==> src/rtl/uart_pkg.sv <==
// uart_pkg: shared types and helpers for the configurable UART receiver.
package uart_pkg;

    typedef enum logic [1:0] {NONE, ODD, EVEN} parity_t;

    typedef enum logic [2:0] {IDLE, START, DATA, PARITY, STOP, DONE} rx_state_t;

    function automatic int clk_per_samp(input int clk_hz, input int baud, input int spb);
        return clk_hz / (baud * spb);
    endfunction

endpackage

==> src/rtl/uart_rx_sampler.sv <==
// uart_rx_sampler: input synchroniser, sample-tick generator and 3-tap majority vote.
module uart_rx_sampler #(
    parameter int CLK_PER_SAMP = 4,
    parameter int SYNC_STAGES  = 2
) (
    input  logic clk_in,
    input  logic rst_in,
    input  logic rx,
    input  logic restart_i,
    output logic tick_o,
    output logic bit_maj_o,
    output logic fall_o
);
    import uart_pkg::*;

    localparam int CW = CLK_PER_SAMP > 1 ? $clog2(CLK_PER_SAMP) : 1;

    logic [SYNC_STAGES-1:0] sync_q;
    logic [CW-1:0]          cnt_q, cnt_d;
    logic [2:0]             samp_q;
    logic                   tick_now, tick_q, prev_q, line;

    assign line      = sync_q[SYNC_STAGES-1];
    assign fall_o    = prev_q & ~line;
    assign tick_now  = cnt_q == CW'(CLK_PER_SAMP - 1);
    assign cnt_d     = (restart_i || tick_now) ? '0 : cnt_q + 1'b1;
    assign tick_o    = tick_q;
    assign bit_maj_o = (samp_q[0] & samp_q[1]) | (samp_q[0] & samp_q[2]) | (samp_q[1] & samp_q[2]);

    // tick_o is delayed one clock so the shift register already holds the newest sample
    always_ff @(posedge clk_in) begin
        if (rst_in) begin
            sync_q <= '1;
            cnt_q  <= '0;
            samp_q <= '1;
            tick_q <= 1'b0;
            prev_q <= 1'b1;
        end else begin
            sync_q <= {sync_q[SYNC_STAGES-2:0], rx};
            cnt_q  <= cnt_d;
            samp_q <= tick_now ? {samp_q[1:0], line} : samp_q;
            tick_q <= tick_now & ~restart_i;
            prev_q <= line;
        end
    end

endmodule

==> src/rtl/uart_rx_cfg.sv <==
// uart_rx_cfg: parametrised UART receiver with majority sampling, parity/framing/break/overrun
// detection and a one-entry valid/ready holding register.
module uart_rx_cfg #(
    parameter int CLK_HZ       = 65_000_000,
    parameter int BAUD_RATE    = 9600,
    parameter int SAMP_PER_BIT = 16,
    parameter int CLK_PER_SAMP = uart_pkg::clk_per_samp(CLK_HZ, BAUD_RATE, SAMP_PER_BIT),
    parameter int DATA_BITS    = 8,
    parameter int PARITY       = 0,
    parameter int STOP_BITS    = 1,
    parameter int SYNC_STAGES  = 2
) (
    input  logic                 clk_in,
    input  logic                 rst_in,
    input  logic                 rx,
    output logic [DATA_BITS-1:0] data_out,
    output logic                 valid_out,
    input  logic                 ready_in,
    output logic                 parity_err,
    output logic                 frame_err,
    output logic                 break_det,
    output logic                 overrun_err
);
    import uart_pkg::*;

    localparam int      SW  = $clog2(SAMP_PER_BIT);
    localparam int      BW  = $clog2(DATA_BITS + 1);
    localparam parity_t PAR = parity_t'(PARITY);

    rx_state_t            state_q, state_d;
    logic [SW-1:0]        samp_q, samp_d;
    logic [BW-1:0]        bit_q, bit_d;
    logic [DATA_BITS-1:0] shift_q, shift_d, data_q, data_d;
    logic                 perr_pend_q, perr_pend_d, ferr_pend_q, ferr_pend_d;
    logic                 par_bit_q, par_bit_d, stop0_q, stop0_d;
    logic                 valid_q, valid_d, perr_q, perr_d, ferr_q, ferr_d;
    logic                 brk_q, brk_d, ovr_q, ovr_d;
    logic                 tick, bit_maj, fall, restart, mid, par_exp, brk_cond, load;

    uart_rx_sampler #(
        .CLK_PER_SAMP(CLK_PER_SAMP),
        .SYNC_STAGES (SYNC_STAGES)
    ) u_sampler (
        .clk_in   (clk_in),
        .rst_in   (rst_in),
        .rx       (rx),
        .restart_i(restart),
        .tick_o   (tick),
        .bit_maj_o(bit_maj),
        .fall_o   (fall)
    );

    assign restart  = state_q == IDLE && fall;
    assign mid      = tick && (samp_q == (state_q == START ? SW'(SAMP_PER_BIT / 2 - 1) : SW'(SAMP_PER_BIT - 1)));
    assign par_exp  = (^shift_q) ^ (PAR == ODD);
    assign brk_cond = (shift_q == '0) && (PAR == NONE || !par_bit_q) && !stop0_q;
    assign load     = state_q == DONE && (!valid_q || ready_in);

    always_comb begin
        state_d     = state_q;
        samp_d      = mid ? '0 : (tick ? samp_q + 1'b1 : samp_q);
        bit_d       = bit_q;
        shift_d     = shift_q;
        perr_pend_d = perr_pend_q;
        ferr_pend_d = ferr_pend_q;
        par_bit_d   = par_bit_q;
        stop0_d     = stop0_q;
        case (state_q)
            IDLE: begin
                if (fall) begin
                    state_d = START;
                    samp_d  = '0;
                end
            end
            START: begin
                if (mid) begin
                    state_d     = bit_maj ? IDLE : DATA;
                    bit_d       = '0;
                    perr_pend_d = 1'b0;
                    ferr_pend_d = 1'b0;
                end
            end
            DATA: begin
                if (mid) begin
                    shift_d = {bit_maj, shift_q[DATA_BITS-1:1]};
                    bit_d   = bit_q + 1'b1;
                    if (bit_q == BW'(DATA_BITS - 1)) begin
                        bit_d   = '0;
                        state_d = PAR == NONE ? STOP : uart_pkg::PARITY;
                    end
                end
            end
            uart_pkg::PARITY: begin
                if (mid) begin
                    par_bit_d   = bit_maj;
                    perr_pend_d = bit_maj != par_exp;
                    state_d     = STOP;
                end
            end
            STOP: begin
                if (mid) begin
                    stop0_d     = bit_q == '0 ? bit_maj : stop0_q;
                    ferr_pend_d = ferr_pend_q | ~bit_maj;
                    bit_d       = bit_q + 1'b1;
                    state_d     = bit_q == BW'(STOP_BITS - 1) ? DONE : STOP;
                end
            end
            default: state_d = IDLE;
        endcase
    end

    // a frame arriving while the held one is still unclaimed is dropped
    assign valid_d = load | (valid_q & ~ready_in);
    assign data_d  = load ? shift_q : data_q;
    assign perr_d  = load ? perr_pend_q : perr_q;
    assign ferr_d  = load ? ferr_pend_q : ferr_q;
    assign brk_d   = state_q == DONE && brk_cond;
    assign ovr_d   = ovr_q | (state_q == DONE && !load);

    always_ff @(posedge clk_in) begin
        if (rst_in) begin
            state_q     <= IDLE;
            samp_q      <= '0;
            bit_q       <= '0;
            shift_q     <= '0;
            perr_pend_q <= 1'b0;
            ferr_pend_q <= 1'b0;
            par_bit_q   <= 1'b0;
            stop0_q     <= 1'b0;
            data_q      <= '0;
            valid_q     <= 1'b0;
            perr_q      <= 1'b0;
            ferr_q      <= 1'b0;
            brk_q       <= 1'b0;
            ovr_q       <= 1'b0;
        end else begin
            state_q     <= state_d;
            samp_q      <= samp_d;
            bit_q       <= bit_d;
            shift_q     <= shift_d;
            perr_pend_q <= perr_pend_d;
            ferr_pend_q <= ferr_pend_d;
            par_bit_q   <= par_bit_d;
            stop0_q     <= stop0_d;
            data_q      <= data_d;
            valid_q     <= valid_d;
            perr_q      <= perr_d;
            ferr_q      <= ferr_d;
            brk_q       <= brk_d;
            ovr_q       <= ovr_d;
        end
    end

    assign data_out    = data_q;
    assign valid_out   = valid_q;
    assign parity_err  = perr_q;
    assign frame_err   = ferr_q;
    assign break_det   = brk_q;
    assign overrun_err = ovr_q;

endmodule

==> config.mk <==
export PLATFORM = sky130hd
export DESIGN_NAME = uart_rx_cfg
export DESIGN_NICKNAME = d
export VERILOG_FILES = /design/src/rtl/uart_pkg.sv /design/src/rtl/uart_rx_sampler.sv /design/src/rtl/uart_rx_cfg.sv
export SDC_FILE = /design/constraint.sdc
export NUM_CORES = 1
export LEC_CHECK = 0
export CORE_AREA = 4 4 71 73
export DETAILED_ROUTE_END_ITERATION = 16
export DIE_AREA = 0 0 75 77
export GPL_TIMING_DRIVEN = 0
export PLACE_DENSITY_LB_ADDON = 0.12
export RECOVER_POWER = 100
export SLEW_MARGIN = 20
export SYNTH_ARGS = -nofsm -noshare
export SYNTH_HDL_FRONTEND = slang
export SYNTH_SLANG_ARGS = --single-unit
==> constraint.sdc <==
create_clock -name clk_in -period 2.24 [get_ports clk_in]
set_clock_uncertainty 0.2 [all_clocks]
set_input_delay 0.224 -clock clk_in [delete_from_list [all_inputs] [get_ports clk_in]]
set_output_delay 0.224 -clock clk_in [all_outputs]
set_load 0.01 [all_outputs]
[Yosys cells after proc, flatten, opt, wreduce, memory -nomap -nowiden]
Index checks and enable logic that the tools add are counted.
Storage, ports and cells
  bits in registers: 51
  output and inout bits: 13
  logic and storage cells: 100
Cells by class
  add/subtract/negate cells: 3
  equality and inequality tests: 15
  muxes and demuxes: 24
  bitwise logic cells: 15
  reductions and logical operators: 25
Operator list (number)
  4-bit 2-to-1 mux: 9
  3-bit 2-to-1 mux: 6
  3-bit one-hot mux with 5 select lines: 1
  2-bit inequality test, second input constant: 6
  4-bit one-hot mux with 3 select lines: 1
  9-bit by 1-bit adder with 9-bit output, second input constant: 1
  9-bit == test, second input constant: 1
  3-bit AND reduction: 3
  4-bit by 1-bit adder with 4-bit output, second input constant: 2
  8-bit zero test: 1
  8-bit parity: 1
  1-bit bitwise AND: 6
  3-bit by 2-bit == test with 1-bit output, second input constant: 2
  3-bit == test, second input constant: 2
  1-bit logical AND: 6
  6-bit AND reduction: 1
  1-bit OR: 5
  4-bit by 3-bit == test with 1-bit output, second input constant: 1
  4-bit == test: 1
  4-bit zero test: 1
  1-bit 2-to-1 mux: 4
  1-bit inverter: 4
  1-bit one-hot mux with 2 select lines: 2
  4-bit AND reduction: 1
  other kinds (10): 14

[Longest topological paths before layout]
  word-level depth: 7
  mapped depth: 8

[Hierarchy]
From an unflattened synthesis, not the netlist that was laid out.
Unflattened totals
  cells, all modules: 254
  area, all modules: 2383.5 um^2
Modules (own cells, without submodules)
  uart_rx_cfg: instances 1, cells an instance 185, area each 1706.6 um^2, sequential area each 700.7 um^2
  uart_rx_sampler: instances 1, cells an instance 69, area each 676.9 um^2, sequential area each 320.3 um^2

[Least setup slack after synthesis]
Ideal clock, no wire load.
  path type: reg2reg
  start: register samp_q[0]
  end: register state_q[0]
  data arrival time: 1.535 ns
  data required time: 1.953 ns
  slack: 0.418 ns
  stages on the path, launching flop included: 8
  clock period less this slack: 1.822 ns
  cells stage by stage: dfxtp_1 ha_1 and4_4 buf_6 a21oi_2 o32ai_2 or4_1 o31ai_1
On the way
  longest elaborated chain between the ends: 4
  elaborated cells on any way between the ends: 7
  classes of those cells: eq/ne (5); reduce/logical (2)
RTL lines
  from (decl): RTL line uart_rx_cfg.sv:31  | logic [SW-1:0] samp_q, samp_d;
  from (signal assigned): RTL line uart_rx_cfg.sv:138  | samp_q <= samp_d;
  4-bit == test *: RTL line uart_rx_cfg.sv:54  | assign mid = tick && (samp_q == (state_q == START ? SW'(SAMP_PER_BIT / 2 - 1) : SW'(SAMP_PER_BIT - 1)));
  1-bit logical AND *: RTL line uart_rx_cfg.sv:54
  2-bit inequality test (no line)
  6-bit AND reduction (no line) *
  to (signal assigned): RTL line uart_rx_cfg.sv:137  | state_q <= state_d;
  to (decl): RTL line uart_rx_cfg.sv:30  | rx_state_t state_q, state_d;
Every way passes the cells marked *; elsewhere a longest branch is shown, timed or not.
A chain may end at the register's enable or synchronous reset.

[Worst setup path after layout]
  start: register state_q[1]
  end: register bit_q[0]
On the way
  longest elaborated chain between the ends: 6
  elaborated cells on any way between the ends: 12
  classes of those cells: eq/ne (7); mux (2); reduce/logical (3)
RTL lines
  3-bit by 1-bit == test with 1-bit output: RTL line uart_rx_cfg.sv:54, uart_rx_cfg.sv:68
  4-bit 2-to-1 mux: RTL line uart_rx_cfg.sv:54
  4-bit == test: RTL line uart_rx_cfg.sv:54
  1-bit logical AND: RTL line uart_rx_cfg.sv:54
  2-bit inequality test (no line)
  4-bit AND reduction (no line)
  to (signal assigned): RTL line uart_rx_cfg.sv:139  | bit_q <= bit_d;
  to (decl): RTL line uart_rx_cfg.sv:32  | logic [BW-1:0] bit_q, bit_d;
Parallel ways exist; a longest one is shown, timed or not.

==> metrics.yaml <==
run_status:
  outcome: "complete, no violations"
grt:
  grt_overflow_total: 0
  grt_first_pass_wirelength_microns: 7450
  grt_max_degree: 18
  grt_pass1_vias: 1691
  grt_util_all_layers_pct: 16.1
  antenna_found_initial: 0
clock_network:
  clockBufferDepth: 2
  cts.sinks: 51
  cts_resized: 0
  cts_buffers: 5
  post_cts_buffers: 0
  cts_root_buf: "clkbuf_8"
  cts_tree: "yes"
  holdBufCountCts: 0
  insertion_delay_ps: 300
  clk_pin_slew_ps: 100
  h-tree-depth: 2
power_and_ir_drop:
  ir_worst_vdd_mv: 0.397
  powerDensity_nw_per_um2: 609
  p_leak_nw: 0.973
yosys:
  yosys_warnings: 0
  syn_inst: 259
  syn_nets: 272
  netlist_area_sq_um: 2340
  syn_area_per_cell_sq_um: 9.03
  synthDistinctLibCells: 45
  synth-seq-cells: 51
  ys_seq_area_share_pct: 43.7
die:
  num_rows: 24
  dieArea_sq_um: 5780
  die_w_microns: 75
  initial_core_util_pct: 53.7
  io_pins: 17
  core_sq_um: 4350
  die_h_microns: 77
timing:
  period_minus_slack_ps: 2020
  fin_setup_tns_ps: 0
  grt_setup_unrepaired: "no"
  relSlewSlack_pct: 59.1
  worst_slew_pin_slew_ps: 609
  finalCritPeriodShare_pct: 90.4
  finalHoldViolCount: 0
  setup_viol: 0
  timing.final.max_slew_violations: 0
  fmax_ghz: 0.494
detailed_routing:
  drc_errors: 0
  viasPerCell: 5.35
  finalWirelength_microns: 4150
  drtAntennaViolNets: 0
  num_vias: 1793
  firstDrtPassIters: 4
  wl_per_cell_microns: 12.4
  drt_iter0_drc: 61
setup_path:
  crit_required_ps: 2240
  path_max_fanout: 10
  worstSetupEndpointType: "flip-flop"
  crit_type: "reg2reg"
  worstPathArrival_ps: 2020
  start_kind: "flip-flop"
placement:
  dp_hpwl_microns: 2990
  io_buffers: 16
  globalplace.congestion: 0.827
  placed_area_sq_um: 2560
finish:
  fillers: 402
  antenna_cells: 0
  nNetsFinal: 295
  final_util_pct: 61.3
  multiInputGateArea_sq_um: 1180
  stdcell_area_sq_um: 2670
  seq_area_sq_um: 1020
  area_growth_pct: 14.2
  drive_gt1_share_pct: 8.48
flow_run:
  max_cap_viol_count: 0
hold_path:
  min_path_type: "reg2reg"
==> state kept, by name (all words and copies together) (netlist names) <==
name / cells
u_sampler.cnt_q: 9
data_out: 8
shift_q: 8
bit_q: 4
samp_q: 4
state_q: 3
u_sampler.samp_q: 3
u_sampler.sync_q: 2
break_det: 1
ferr_pend_q: 1
frame_err: 1
overrun_err: 1
parity_err: 1
perr_pend_q: 1
stop0_q: 1
u_sampler.prev_q: 1
u_sampler.tick_o: 1
valid_out: 1
==> placed cells by master (no fill, tap or decap), types with 4 or more instances in the layout <==
master          n
mux2i_1        12
clkbuf_8        5
clkbuf_1        6
nand2_1         7
dfxtp_1        51
nand3_1         6
nand4_1         5
nor2_1         48
ha_1            9
nand2b_1        4
o21ai_0         7
or2_2           4
inv_1          15
xnor2_1         8
dlygate4sd3_1  14
xor2_1          8
nor2b_1         6
a21oi_1        17
==> where the power goes <==
part / leakage (nW) / internal, mW / switching (mW) / total, mW
clock network: 0.0548 / 0.337 / 0.314 / 0.651
registers: 0.412 / 0.914 / 0.00740 / 0.921
logic: 0.506 / 0.0203 / 0.0344 / 0.0547
==> area by class of cell <==
| cell class | count | share of cell area, % |
|---|---|---|
| Buffer | 12 | 2.67 |
| Clock buffer | 5 | 2.58 |
| Clock inverter | 3 | 1.73 |
| Inverter | 15 | 2.11 |
| Multi-Input combinational cell | 181 | 44.2 |
| Sequential cell | 51 | 38.2 |
| Tap cell | 52 | 2.44 |
| Timing Repair Buffer | 16 | 6.00 |
==> stage by stage <==
stage	total power [mW]	worst slack [ps]	cells	hold WS, ps
after detailed placement	1.00	135	327	199
final	1.63	216	335	218
after floorplan	0.980	418	259	128
after global routing	1.69	40.6	335	258
after global placement	0.999	155	327	192
after CTS	1.65	231	335	223
==> critical path, stage by stage, from the launching register on <==
cell	delay (ps)
dfxtp_1	320
buf_6	130
or3b_1	400
a21o_1	170
a21oi_1	330
nor2_1	100
mux2_2	280
==> synth_stat cells, drive strengths merged <==
library cell | n | area, sq um
a211o | 3 | 26.3
a21bo | 1 | 10.0
a21o | 1 | 7.51
a21oi | 18 | 97.6
a22o | 2 | 17.5
a31oi | 2 | 12.5
and2 | 3 | 18.8
and3 | 1 | 6.26
and4 | 1 | 11.3
buf | 7 | 53.8
clkbuf | 5 | 18.8
dfxtp | 51 | 1020
ha | 9 | 113
inv | 15 | 56.3
maj3 | 1 | 10.0
mux2 | 1 | 11.3
mux2i | 12 | 120
nand2 | 7 | 26.3
nand2b | 4 | 25.0
nand3 | 6 | 30.0
nand3b | 2 | 15.0
nand4 | 5 | 31.3
nand4b | 3 | 26.3
nand4bb | 2 | 22.5
nor2 | 49 | 191
nor2b | 6 | 37.5
nor3b | 1 | 7.51
nor4 | 2 | 12.5
o211ai | 1 | 7.51
o21a | 1 | 7.51
o21ai | 8 | 40.0
o2bb2ai | 1 | 8.76
o31ai | 3 | 22.5
o32ai | 1 | 16.3
o41ai | 1 | 8.76
or2 | 4 | 25.0
or3 | 1 | 6.26
or3b | 1 | 11.3
or4 | 1 | 7.51
xnor2 | 8 | 70.1
xor2 | 8 | 70.1
==> worst paths after layout <==
path                                           from                  end  slack [ps]  cells after the start
worst max-delay path                     state_q[1]             bit_q[0]         220                      6
worst min-delay path            u_sampler.sync_q[0]  u_sampler.sync_q[1]         220                      1
worst max register to register           state_q[1]             bit_q[0]         220                      6
worst min register to register  u_sampler.sync_q[0]  u_sampler.sync_q[1]         220                      1
==> logic make-up after synthesis <==
kind of cell / share of synthesized area [%]
compound gates: 12.1
xor+xnor: 5.99
fa+ha+maj: 5.24
buf+inv: 5.51
flops: 43.7
mux: 5.62
simple gates: 21.9
==> routing by layer <==
| metal | GRT usage, % | wire length [microns] |
|---|---|---|
| met1 | 21.3 | 2010 |
| met2 | 25.2 | 1990 |
| met3 | 5.23 | 133 |
| met4 | 3.74 | 20 |
| met5 | 0 | 0 |
Power figures use the tool's default switching activity.
==> RTL edit, RTL diff (config.mk and constraints unchanged) <==
The parameter `PARITY` goes from 0 to 1.
--- a/src/rtl/uart_rx_cfg.sv
+++ b/src/rtl/uart_rx_cfg.sv
@@ -6,7 +6,7 @@
     parameter int SAMP_PER_BIT = 16,
     parameter int CLK_PER_SAMP = uart_pkg::clk_per_samp(CLK_HZ, BAUD_RATE, SAMP_PER_BIT),
     parameter int DATA_BITS    = 8,
-    parameter int PARITY       = 0,
+    parameter int PARITY       = 1,
     parameter int STOP_BITS    = 1,
     parameter int SYNC_STAGES  = 2
 ) (
Function: same outputs for any inputs over 10 cycles, from zero or initial values and one cycle with rst_in high; that may be too few to reach the edited logic, so the function may still have changed.
==> RTL edit against the unedited design <==
Sequential cell count up 1; design area up 2.2%; utilization up 1.4 points; non-clock buffer count up 1; synthesized area up 2.7%; worst setup slack better by 65 ps; via count up 1.7%; wire length up 8.3%; global-route usage up 1.2 points; largest cell class unchanged; highest routed layer unchanged.
Power is not compared: it rests on default switching activity, and its combinational part moved more than twofold at a synthesized area within 25%.
==> RTL edit: results (changes against the unedited design) <==
- Switching Power: 0.0004001 W
- Clock Root Buffer: clkbuf_8 (unchanged)
- Ant. Diodes: 0 (unchanged)
- Gr usage total: 0.1732 (was 0.1609)
- WL/cell: 13.33 µm (was 12.38 µm)
- Non-Filler Instances: 337 (was 335)
- Clock latency on the worst-skew pair: 300 ps (about the same)
- Layout Nets: 297 (was 295)
- H-Tree Level Count: 2 (unchanged)
- Total CTS buffers: 5 (unchanged)
- Count of cell types in the netlist: 45 (unchanged)
- Asr flop ratio synth: 0 (unchanged)
- Register area share after synthesis: 0.4333 (was 0.4366)
- Initial antenna violation count: 0 (unchanged)
- Most flops, register: u_sampler.cnt_q (unchanged)
- GPL Wtd Cong: 0.7999 (was 0.8265)
- Status: finished clean (unchanged)
- First-pass GRT wire length: 8024 µm (was 7452 µm)
- Peak VDD IR: 654.1 µV
- Resized Gates After CTS: 0 (unchanged)
- Via-per-instance ratio: 5.409 (was 5.352)
- Initial DRC count: 105 (was 61)
- Synth top cells by count: 52 x dfxtp_1, 31 x nor2_1, 17 x nand3_1 (was 51 x dfxtp_1, 48 x nor2_1, 16 x a21oi_1)
- Layout cells sized above 1: 0.09474 (was 0.08481)
- Largest net degree at the start of global routing: 16 (was 18)
- Max FFs per register: 9 (unchanged)
- Synth warn: 0 (unchanged)
- Worst-path clk slew: 90 ps
- Critical Path AT: 1930 ps (was 2020 ps)
- Syn Inst Count: 261 (was 259)
- Syn_nets: 274 (was 272)
- Drt pass-1 iters: 4 (unchanged)
- Hold WC Path Type: reg -> reg (unchanged)
- Placed cells: 329 (was 327)
- Port bufs: 16 (unchanged)
- Clk buf depth: 2 (unchanged)
- CP Max Fanout: 10 (unchanged)
- Hpwl dp: 3182 µm (was 2995 µm)
- Post-CTS setup buffers: 0 (unchanged)
- Leak Pwr: 0.9838 nW
- Relative slew margins: 0.6053 (was 0.5913)
- Vias in the first global route: 1783 (was 1691)
- Gr ovfl total: 0 (unchanged)
- Largest cells by area after synthesis: dfxtp_1 43%, mux2i_1 5.8%, nor2_1 4.8%, ha_1 4.7%, xnor2_1 3.6% (was dfxtp_1 44%, nor2_1 7.7%, mux2i_1 5.1%, ha_1 4.8%, a21oi_1 3.4%)
[RTL edit: changes by cell type after synthesis, moves of 3 or more]
| cell | delta |
|---|---|
| nor2_1 | -17 |
| nand3_1 | +11 |
| nand2_1 | +9 |
| buf_4 | +5 |
| nor3_1 | +4 |
| o21ai_0 | -4 |
| buf_2 | -3 |
| o31ai_1 | -3 |
[RTL edit: per-layer routing]
metal | wire length, µm | vias up | track usage | part of all wire
met3 | 120 | 7 | 0.03660 | 0.027
li1 | - | 938 | - | -
met1 | 2251 | 860 | 0.2282 | 0.50
met2 | 2063 | 18 | 0.2796 | 0.46
met4 | 56 | 0 | 0.05160 | 0.012
met5 | 0 | - | 0 | 0
[RTL edit: worst paths after layout]
path | start | to | slack [ps] | cells past startpoint
hold / removal | u_sampler.sync_q[0]$_SDFF_PP1_ | u_sampler.sync_q[1]$_SDFF_PP1_ | 220 | 1
setup reg to reg | samp_q[0]$_SDFF_PP0_ | state_q[0]$_SDFFE_PP0P_ | 370 | 6
hold reg to reg | u_sampler.sync_q[0]$_SDFF_PP1_ | u_sampler.sync_q[1]$_SDFF_PP1_ | 220 | 1
setup / recovery | rst_in | parity_err$_SDFFE_PP0P_ | 280 | 4
[RTL edit: power by group through the flow]
stage | logic, W | clock network, W | registers, W
2_1_floorplan | 0.000116 | 0 | 0.000973
6_report | 0.000145 | 0.000632 | 0.000958
3_3_place_gp | 0.000144 | 0 | 0.000979
5_1_grt | 0.000161 | 0.000695 | 0.000962
3_5_place_dp | 0.000146 | 0 | 0.000980
4_1_cts | 0.000147 | 0.000647 | 0.000958
[RTL edit: area by class of cell]
class                   instances  area [µm²]
plain buffers                  13       91.34
clock buffers                   6       72.57
flip-flops and latches         52        1041
inverters                      13       48.80
repair buffers                 16       160.2
clock inverters                 2       35.03
well taps                      52       65.06
fillers                       395        1624
multi-input cells             183        1216
[RTL edit: logic make-up after synthesis]
kind of cell             Yosys count  synth area share
buffers and inverters             26           0.05833
XOR/XNOR                          17           0.06198
multiplexers                      14           0.05833
flip-flops                        52            0.4333
adder cells (fa/ha/maj)           10           0.05104
AND/OR/NAND/NOR                  109            0.2495
AO/OA/AOI/OAI                     33           0.08750
[RTL edit: per-stage QoR]
step / power, W / setup slack, ps / hold WS (ps) / area, µm² / utilization
detailed placement: 0.001126 / 57.29 / 204.1 / 2628 / 0.6034
global route: 0.001818 / 217.4 / 240.9 / 2730 / 0.6270
global placement: 0.001123 / 71.02 / 191.4 / 2628 / 0.6034
CTS: 0.001752 / 389.6 / 226.1 / 2735 / 0.6282
finish: 0.001735 / 281.4 / 224.9 / 2730 / 0.6270
floorplan: 0.001090 / 602.2 / 127.8 / 2402 / -
[RTL edit: critical path: stages]
cell and delay, ps:
dlygate4sd3_1 680, clkbuf_1 470, clkbuf_1 460, nor2_1 90
